===== src/rtl/mr_wb_arb.sv =====
`default_nettype none
// ============================================================================
// Module      : mr_wb_arb
// Description : Two-source writeback arbiter for the decode-stage register
//               file write port. src0 (ALU) has fixed priority, src1 (load)
//               gets forced priority after STARVE_LIMIT denied cycles and
//               also wins same-register collisions. Writes to x0 are sunk
//               without occupying the port. Output is a registered pulse.
// Revision    : 1.0 - initial release
// ============================================================================
module mr_wb_arb #(
    parameter int XLEN         = 32,
    parameter int REGSEL_BITS  = 5,
    parameter int STARVE_LIMIT = 4
) (
    input  logic                   clk,
    input  logic                   rst,
    input  logic                   src0_valid,
    output logic                   src0_ready,
    input  logic [REGSEL_BITS-1:0] src0_reg,
    input  logic [XLEN-1:0]        src0_val,
    input  logic                   src1_valid,
    output logic                   src1_ready,
    input  logic [REGSEL_BITS-1:0] src1_reg,
    input  logic [XLEN-1:0]        src1_val,
    output logic                   wb_valid,
    output logic [REGSEL_BITS-1:0] wb_reg,
    output logic [XLEN-1:0]        wb_val,
    output logic [15:0]            collide_cnt
);

    localparam logic [3:0]  c_STARVE_LIMIT = 4'(STARVE_LIMIT);
    localparam logic [3:0]  c_STARVE_MAX   = 4'hF;
    localparam logic [15:0] c_COLLIDE_MAX  = 16'hFFFF;

    logic                   r_wb_valid;
    logic [REGSEL_BITS-1:0] r_wb_reg;
    logic [XLEN-1:0]        r_wb_val;
    logic [3:0]             r_starve_cnt;
    logic [15:0]            r_collide_cnt;

    logic w_s0_req;      // src0 wants the port (nonzero destination)
    logic w_s1_req;      // src1 wants the port (nonzero destination)
    logic w_s0_sink;     // src0 targets x0, consumed without a write
    logic w_s1_sink;     // src1 targets x0, consumed without a write
    logic w_contend;     // both sources compete for the port
    logic w_s0_win;
    logic w_s1_win;

    // Request classification and grant decision among nonzero-register requests
    always_comb begin
        w_s0_req  = src0_valid && (src0_reg != '0);
        w_s1_req  = src1_valid && (src1_reg != '0);
        w_s0_sink = src0_valid && (src0_reg == '0);
        w_s1_sink = src1_valid && (src1_reg == '0);
        w_contend = w_s0_req && w_s1_req;
        // Load wins when alone, when starved, or when both target the same
        // register so the older load result is retired before the ALU value.
        w_s1_win  = w_s1_req && (!w_s0_req
                                 || (r_starve_cnt >= c_STARVE_LIMIT)
                                 || (src0_reg == src1_reg));
        w_s0_win  = w_s0_req && !w_s1_win;
    end

    // Readies are suppressed for the whole duration of reset
    always_comb begin
        src0_ready = !rst && (w_s0_sink || w_s0_win);
        src1_ready = !rst && (w_s1_sink || w_s1_win);
    end

    // Registered one-cycle write pulse; data holds its last value when idle
    always_ff @(posedge clk or posedge rst) begin
        if (rst) begin
            r_wb_valid <= 1'b0;
            r_wb_reg   <= '0;
            r_wb_val   <= '0;
        end else if (w_s1_win) begin
            r_wb_valid <= 1'b1;
            r_wb_reg   <= src1_reg;
            r_wb_val   <= src1_val;
        end else if (w_s0_win) begin
            r_wb_valid <= 1'b1;
            r_wb_reg   <= src0_reg;
            r_wb_val   <= src0_val;
        end else begin
            r_wb_valid <= 1'b0;
        end
    end

    // Track consecutive denied cycles of the load source
    always_ff @(posedge clk or posedge rst) begin
        if (rst) begin
            r_starve_cnt <= '0;
        end else if (!src1_valid || w_s1_win || w_s1_sink) begin
            r_starve_cnt <= '0;
        end else if (r_starve_cnt != c_STARVE_MAX) begin
            r_starve_cnt <= r_starve_cnt + 4'd1;
        end
    end

    // Saturating count of contended cycles (one source is always denied)
    always_ff @(posedge clk or posedge rst) begin
        if (rst) begin
            r_collide_cnt <= '0;
        end else if (w_contend && (r_collide_cnt != c_COLLIDE_MAX)) begin
            r_collide_cnt <= r_collide_cnt + 16'd1;
        end
    end

    assign wb_valid    = r_wb_valid;
    assign wb_reg      = r_wb_reg;
    assign wb_val      = r_wb_val;
    assign collide_cnt = r_collide_cnt;

endmodule
`default_nettype wire


===== config.mk =====
export PLATFORM = sky130hd
export DESIGN_NAME = mr_wb_arb
export DESIGN_NICKNAME = d
export VERILOG_FILES = /design/src/rtl/mr_wb_arb.sv
export SDC_FILE = /design/constraint.sdc
export NUM_CORES = 1
export LEC_CHECK = 0
export ABC_CLOCK_PERIOD_IN_PS = 4400
export CORE_MARGIN = 2
export CORE_UTILIZATION = 46
export CTS_BUF_LIST = sky130_fd_sc_hd__clkbuf_4 sky130_fd_sc_hd__clkbuf_8
export DETAILED_ROUTE_END_ITERATION = 7
export PLACE_DENSITY = 0.85
export SLEW_MARGIN = 20
export SYNTH_ARGS = -nofsm -noshare
export SYNTH_HDL_FRONTEND = slang
export SYNTH_SLANG_ARGS = --single-unit

===== constraint.sdc =====
create_clock -name clk -period 4.4 [get_ports clk]
set_input_delay 0.66 -clock clk [delete_from_list [all_inputs] [get_ports clk]]
set_output_delay 0.66 -clock clk [all_outputs]
set_load 0.005 [all_outputs]

== Word level (Yosys, flattened, before mapping) ==
Cells that the tools add are included.
Word-level totals
  flip-flop bits (word level): 58
  bits of input ports: 78
Cells by class
  $add $sub $neg: 2
  order comparisons: 1
  eq/ne operators: 3
  mux-type cells: 8
  reduce and logical (&&, ||, !) cells: 26
Operators with widths (count)
  32-bit two-way mux: 2
  16-bit by 1-bit adder with 16-bit output (second input constant): 1
  16-bit inequality test (second input constant): 1
  1-bit logical AND: 10
  5-bit zero test: 2
  5-bit two-way mux: 2
  5-bit nonzero test: 2
  4-bit two-way mux: 2
  1-bit logical OR: 6
  5-bit equality test: 1
  4-bit by 1-bit adder with 4-bit output (second input constant): 1
  4-bit by 3-bit greater-or-equal comparator with 1-bit output (second input constant): 1
  1-bit zero test: 4
  4-bit inequality test (second input constant): 1
  2-bit nonzero test: 2
  1-bit two-way mux: 2

== Logic depth before layout (Yosys ltp) ==
Gate-level depths: netlist (run 1).
  word-level depth: 10
  mapped depth: 6

== Least setup slack after synthesis (run 1) ==
No wires, ideal clock.
  path kind: in2out
  start point: input rst
  end point: output src0_ready
  arrival time: 2246 ps
  data required time: 3740 ps
  slack: 1494 ps
  stages on the path: 2
  buffers on the path: 0
  cells stage by stage: inv_1 > o311a_1
On the way
  cells in the longest elaborated chain, start to end: 2
Ends and longest elaborated chain
  start: declaration: line 17  | input logic rst,
  1-bit zero test (no source line)
  1-bit logical AND: line 67  | src0_ready = !rst && (w_s0_sink || w_s0_win);
  end: declaration: line 19  | output logic src0_ready,
Every way passes these cells.

== Final worst setup path (run 1) ==
  start point: input src1_reg[1]
  end point: output src0_ready
On the way
  cells in the longest elaborated chain, start to end: 7
Ends and longest elaborated chain
  start: declaration: line 24  | input logic [REGSEL_BITS-1:0] src1_reg,
  5-bit equality test / 5-bit nonzero test (equally long branches): line 61, 53
  1-bit logical OR / 1-bit logical AND (equally long branches): line 61, 53
  1-bit logical AND *: line 59  | w_s1_win = w_s1_req && (!w_s0_req
  1-bit zero test *: line 62  | w_s0_win = w_s0_req && !w_s1_win;
  1-bit logical AND *: line 62
  1-bit logical OR *: line 67
  1-bit logical AND *: line 67
Every way passes the cells marked *; elsewhere a longest branch is shown, timed or not.

==> results of run 1 <==
[final timing paths]
path,endpoint,depth (start not counted)
max,src0_ready,5
min,collide_cnt[13],1
max reg2reg,collide_cnt[7],6
min reg2reg,collide_cnt[13],1
max in group asynchronous,wb_val[2],3
min in group asynchronous,wb_reg[0],3
[power groups by stage]
stage	clock [mW]	sequential, mW	combinational [mW]
finish	0.440	0.671	0.413
global route	0.480	0.681	0.446
CTS	0.450	0.671	0.420
detailed placement	0	0.681	0.418
global placement	0	0.676	0.411
floorplan	0	0.678	0.165
[cell type report]
| class | instances | area [um2] |
|---|---|---|
| fill | 416 | 1530 |
| timing repair buffer | 136 | 1370 |
| multi-input combinational | 152 | 1370 |
| sequential | 58 | 1450 |
| tap | 75 | 93.8 |
| clock inverter | 3 | 15.0 |
| clock buffer | 13 | 160 |
| inverter | 3 | 11.3 |
[metrics by stage]
| stage | hold WS [ns] | area [um2] | power (mW) |
|---|---|---|---|
| detailed placement | 0.499 | 4290 | 1.10 |
| finish | 0.505 | 4460 | 1.52 |
| CTS | 0.509 | 4460 | 1.54 |
| floorplan | 0.488 | 2880 | 0.843 |
| global route | 0.526 | 4460 | 1.61 |
| global placement | 0.492 | 4290 | 1.09 |
[routing by layer]
layer	global-route usage, %	up-vias	wire [um]
met5	0	-	0
met2	33.5	84	3350
met4	5.96	0	69
met3	7.55	6	514
met1	23.9	1097	2840
li1	-	1082	-
[placed cells by master, fill, tap and decap left out, types with 3 or more instances in the layout]
master,synthesis,routed
clkinv_2,0,3
and3_1,3,3
dfrtp_1,58,58
nand3_1,7,7
nor4_1,4,4
mux2_1,3,3
clkbuf_8,0,10
xnor2_1,14,14
a22o_1,5,5
xor2_1,6,6
nor2_1,10,10
nand2_1,8,8
nand4_1,6,6
clkdlybuf4s50_1,0,133
mux2_2,67,67
clkbuf_4,0,3
[kinds of logic after synthesis]
group                      after synthesis
muxes                                   71
and+or+nand+nor                         45
adders and majority gates                2
other                                    1
AOI/OAI and AO/OA                       13
buffers and inverters                   11
DFF                                     58
xor gates and xnor gates                20
[worst register-to-register path, delay by kind of cell (launching register included)]
| family | cells | cell delay (ns) |
|---|---|---|
| xor+xnor | 1 | 0.17 |
| flops | 1 | 0.43 |
| fa+ha+maj | 1 | 0.25 |
| simple gates | 4 | 1.13 |
==> impl_metrics.env, run 1 <==
export IMPL_yosys_top_cells_count="mux2_2 (67), dfrtp_1 (58), xnor2_1 (14)"
export IMPL_largest_reg_flops=32
export IMPL_clock_skew_ns=0.00787
export IMPL_max_clock_freq_mhz=288
export IMPL_outcome="complete, no violations"
export IMPL_place_congestion=0.766
export IMPL_p_leak_nw=1.81
export IMPL_synth_compound_area_share_pct=4.43
export IMPL_path_class="input port to primary output"
export IMPL_critical_path_arrival_ns=2.81
export IMPL_synth_nets=301
export IMPL_rrSetupSlack_ns=2.31
export IMPL_drt_iter0_drc=67
export IMPL_drive_above_1_share_pct=25.5
export IMPL_cts_sinks=58
export IMPL_antenna_cells=0
export IMPL_max_clock_path_buffers=2
export IMPL_layout_area_overhead_vs_synth_pct=54.8
export IMPL_cap_violations=0
export IMPL_synthCells=221
export IMPL_nets=440
export IMPL_yosys_area_top_type_share_pct=50.3
export IMPL_place_ws_ns=0.952
export IMPL_cp_max_fo=8
export IMPL_cts_max_level=3
export IMPL_die_y_um=83.2
export IMPL_power_density_nw_per_um2=342
export IMPL_tns_ns=0
export IMPL_p_comb_share_pct=27.1
export IMPL_cp_top_family="buffers and inverters"
export IMPL_worst_pin_slew_ns=0.905
export IMPL_final_period_utilization_pct=79.0
export IMPL_ys_warn_count=0
export IMPL_yosysSeqAreaShare_pct=50.3
export IMPL_cpPeakStageDelay_ns=0.59
export IMPL_ys_ff_latch=58
export IMPL_placementRows=28
export IMPL_start_util_pct=48.1
export IMPL_numCtsBuffers=9
export IMPL_viasPerCell=5.16
export IMPL_clkTransAtPathRegs_ns=0.07
export IMPL_synth_xor_area_share_pct=6.07
export IMPL_route_vias_total=2269
export IMPL_cts_resized=0
export IMPL_p_sw_share_pct=26.0
export IMPL_clockRootBuffer="clkbuf_8"
export IMPL_grt_pass1_vias=2326
export IMPL_synth_edf_count=0
export IMPL_ioPinCount=134
export IMPL_synth_most_common_cell="mux2_2"
export IMPL_routed_wl_um=6770
export IMPL_first_pass_iters=4
export IMPL_hpwl_um=4920
export IMPL_synthFlopType="dfrtp_1"
export IMPL_wl_per_cell_um=15.4
export IMPL_final_setup_viol_count=0
export IMPL_grt_overflow_total=0
export IMPL_crit_chain="clkdlybuf4s50_1 -> or4_1 -> o21ai_2 -> o311a_1 -> clkdlybuf4s50_1"
export IMPL_grt_max_degree=59
export IMPL_utilization_pct=74.5
export IMPL_min_from="collide_cnt[13]"
export IMPL_crit_slowest_cell="or4_1"
export IMPL_synth_simple_gate_area_share_pct=8.16
export IMPL_async_flop_share_pct=100
export IMPL_grt_usage_pct=20.0
export IMPL_postRouteAntennaNets=0
export IMPL_grt_first_pass_wirelength_um=11000
export IMPL_sequentialPowerShare_pct=44.0
export IMPL_critPathBufInv=2
export IMPL_finalHoldViolations=0
export IMPL_rsz0062_at_grt="false"
export IMPL_syn_area_um2=2880
export IMPL_p_int_mw=1.13
export IMPL_crit_path_frequent_cell="clkdlybuf4s50_1"
export IMPL_yosys_area_top_type="dfrtp_1"
export IMPL_startpoint="src1_reg[1]"
export IMPL_clk_latency_ns=0.33
export IMPL_vdd_drop_max_uv=245
export IMPL_rr_startpoint="collide_cnt[0]"
export IMPL_post_route_drc_count=0
export IMPL_core_um2=5990
export IMPL_fp_dieArea_um2=6920
export IMPL_synth_cell_type_count=32
export IMPL_synth_area_per_cell_um2=13.0
export IMPL_hp_class="register to register"
export IMPL_cts_setup_buffers=0
export IMPL_cp_end_kind="primary output"
export IMPL_placed_cells=424
export IMPL_synth_area_top_cells="dfrtp_1 (50%), mux2_2 (26%), xnor2_1 (4.3%)"
export IMPL_antenna_found_initial=0
export IMPL_power_share_clock_pct=28.9
export IMPL_maxSlewViolCount=0
export IMPL_final_instance_count_excl_fill=440
export IMPL_maxSlewHeadroom_pct=39.1
export IMPL_p_sw_uw=396
export IMPL_synth_fa_ha_area_share_pct=0.868
export IMPL_io_buffers=133
export IMPL_die_width_um=83.2
export IMPL_required_ns=3.74
export IMPL_cts_tree="yes"
export IMPL_synth_top_family_by_area="multiplexers"
export IMPL_post_route_min_period_ns=3.47
export IMPL_layout_setup_ws_ns=0.926
export IMPL_cts_hold_buf=0
export IMPL_synth_mux_area_share_pct=27.7
export IMPL_start_kind="input port"
Note: power is estimated with default switching activity, not from simulation.
==> run 2, diff against run 1 <==
Settings changed: ABC_CLOCK_PERIOD_IN_PS 4400 to 2800, CORE_UTILIZATION 46 to 39, PLACE_DENSITY 0.85 to 0.77.
Clock period 4.4 ns to 2.8 ns, I/O delays scaled along.
==> impl_metrics.env, run 2 (synthesis gave the netlist of run 1 again) <==
export IMPL_rsz0062_at_grt="false"
export IMPL_finalInstanceArea_um2=4630
export IMPL_p_leak_nw=1.90
export IMPL_clock_skew_ns=0.00468
export IMPL_layout_cells_most_common_list="clkdlybuf4s50_1 (132), mux2_2 (67), dfrtp_1 (58), xnor2_1 (14)"
export IMPL_drive_above_1_share_pct=28.5
export IMPL_rr_worst_depth=6
export IMPL_cp_max_fo=3
export IMPL_viasPerCell=4.95
export IMPL_power_density_nw_per_um2=530
export IMPL_max_clock_freq_mhz=369
export IMPL_maxSlewViolCount=0
export IMPL_route_vias_total=2351
export IMPL_cp_end_kind="primary output"
export IMPL_routed_wl_um=7060
export IMPL_place_congestion=0.751
export IMPL_first_pass_iters=3
export IMPL_start_util_pct=40.0
export IMPL_nets=452
export IMPL_final_setup_viol_count=0
export IMPL_largest_reg_flops=32
export IMPL_start_kind="input port"
export IMPL_cts_resized=0
export IMPL_die_y_um=90.0
export IMPL_postRouteAntennaNets=0
export IMPL_antenna_cells=0
export IMPL_die_width_um=90.0
export IMPL_post_route_min_period_ns=2.71
export IMPL_antenna_found_initial=0
export IMPL_grt_first_pass_wirelength_um=11700
export IMPL_worst_pin_slew_ns=0.707
export IMPL_cts_hold_buf=0
export IMPL_cts_max_level=3
export IMPL_wl_per_cell_um=14.9
export IMPL_placementRows=31
export IMPL_io_buffers=133
export IMPL_fp_dieArea_um2=8100
export IMPL_placed_cell_area_um2=4420
export IMPL_cts_setup_buffers=0
export IMPL_layout_area_overhead_vs_synth_pct=60.5
export IMPL_drt_iter0_drc=113
export IMPL_tns_ns=0
export IMPL_ioPinCount=134
export IMPL_r2r_end="collide_cnt[14]"
export IMPL_post_route_drc_count=0
export IMPL_cts_sinks=58
export IMPL_required_ns=2.38
export IMPL_grt_pass1_vias=2440
export IMPL_grt_usage_pct=18.1
export IMPL_cts_tree="yes"
export IMPL_clockRootBuffer="clkbuf_8"
export IMPL_core_um2=7210
export IMPL_max_clock_path_buffers=2
export IMPL_maxSlewHeadroom_pct=52.8
export IMPL_hpwl_um=5200
export IMPL_layout_commonest_cell="clkdlybuf4s50_1"
export IMPL_rr_startpoint="collide_cnt[0]"
export IMPL_finalHoldViolations=0
export IMPL_numCtsBuffers=9
export IMPL_outcome="complete, no violations"
export IMPL_critical_path_arrival_ns=2.29
export IMPL_clkTransAtPathRegs_ns=0.06
export IMPL_cap_violations=0
export IMPL_vdd_drop_max_uv=247
export IMPL_hp_class="input port to asynchronous set/reset pin"
export IMPL_rrSetupSlack_ns=0.81
export IMPL_grt_overflow_total=0
export IMPL_final_period_utilization_pct=96.8
export IMPL_fill_cells=604
export IMPL_grt_max_degree=57
export IMPL_clk_latency_ns=0.33
export IMPL_path_class="input port to primary output"
==> run 2: where the power goes <==
group / switching, mW / internal, mW / total [mW]
registers: 0.100 / 0.954 / 1.05
logic: 0.210 / 0.465 / 0.675
clock network: 0.314 / 0.410 / 0.724
==> run 2: per-layer routing <==
metal	up-vias	global-route usage [%]	routed length (um)
met4	0	8.08	146
met5	-	0	0
met3	14	5.95	512
met1	1153	22.1	2880
li1	1097	-	-
met2	87	29.4	3520
==> run 2: cell type report <==
type                            instances  area [um2]  area share, %
Timing Repair Buffer                  148        1470           31.8
Sequential cell                        58        1450           31.4
Tap cell                               99         124           2.68
Inverter                                3        11.3          0.243
Clock buffer                           13         179           3.87
Multi-Input combinational cell        152        1380           29.8
Clock inverter                          2        10.0          0.216
==> run 2: how the worst max path moves through the flow <==
stage / from / to / slack, ns
after floorplan: rst / src0_ready / 0.37
after global placement: src0_reg[1] / src1_ready / 0.03
after detailed placement: src0_reg[1] / src1_ready / 0.02
after CTS: src0_reg[1] / src1_ready / 0.02
after global routing: src0_reg[2] / src0_ready / 0.02
final: src1_reg[2] / src0_ready / 0.09
==> run 2: stage by stage <==
| stage | total power [mW] | worst slack (ns) | hold WS [ns] | util, % | std cells |
|---|---|---|---|---|---|
| final | 2.45 | 0.0890 | 0.288 | 64.2 | 475 |
| after global routing | 2.59 | 0.0215 | 0.296 | 64.2 | 475 |
| after CTS | 2.48 | 0.0184 | 0.277 | 63.9 | 475 |
| after detailed placement | 1.75 | 0.0184 | 0.508 | 61.3 | 460 |
| after global placement | 1.73 | 0.0301 | 0.489 | 61.3 | 460 |
| after floorplan | 1.33 | 0.374 | 0.488 | - | 221 |
==> run 2: critical path, stage by stage <==
cell             delay, ns
clkdlybuf4s50_1       0.49
or4_4                 0.56
o21ai_2               0.14
o311a_1               0.18
clkdlybuf4s50_1       0.49
==> run 3, diff against run 2 <==
Settings changed: TNS_END_PERCENT from default to 20.
==> results of run 3 <==
Final layout, timing and power as in run 2 (identical DEF).
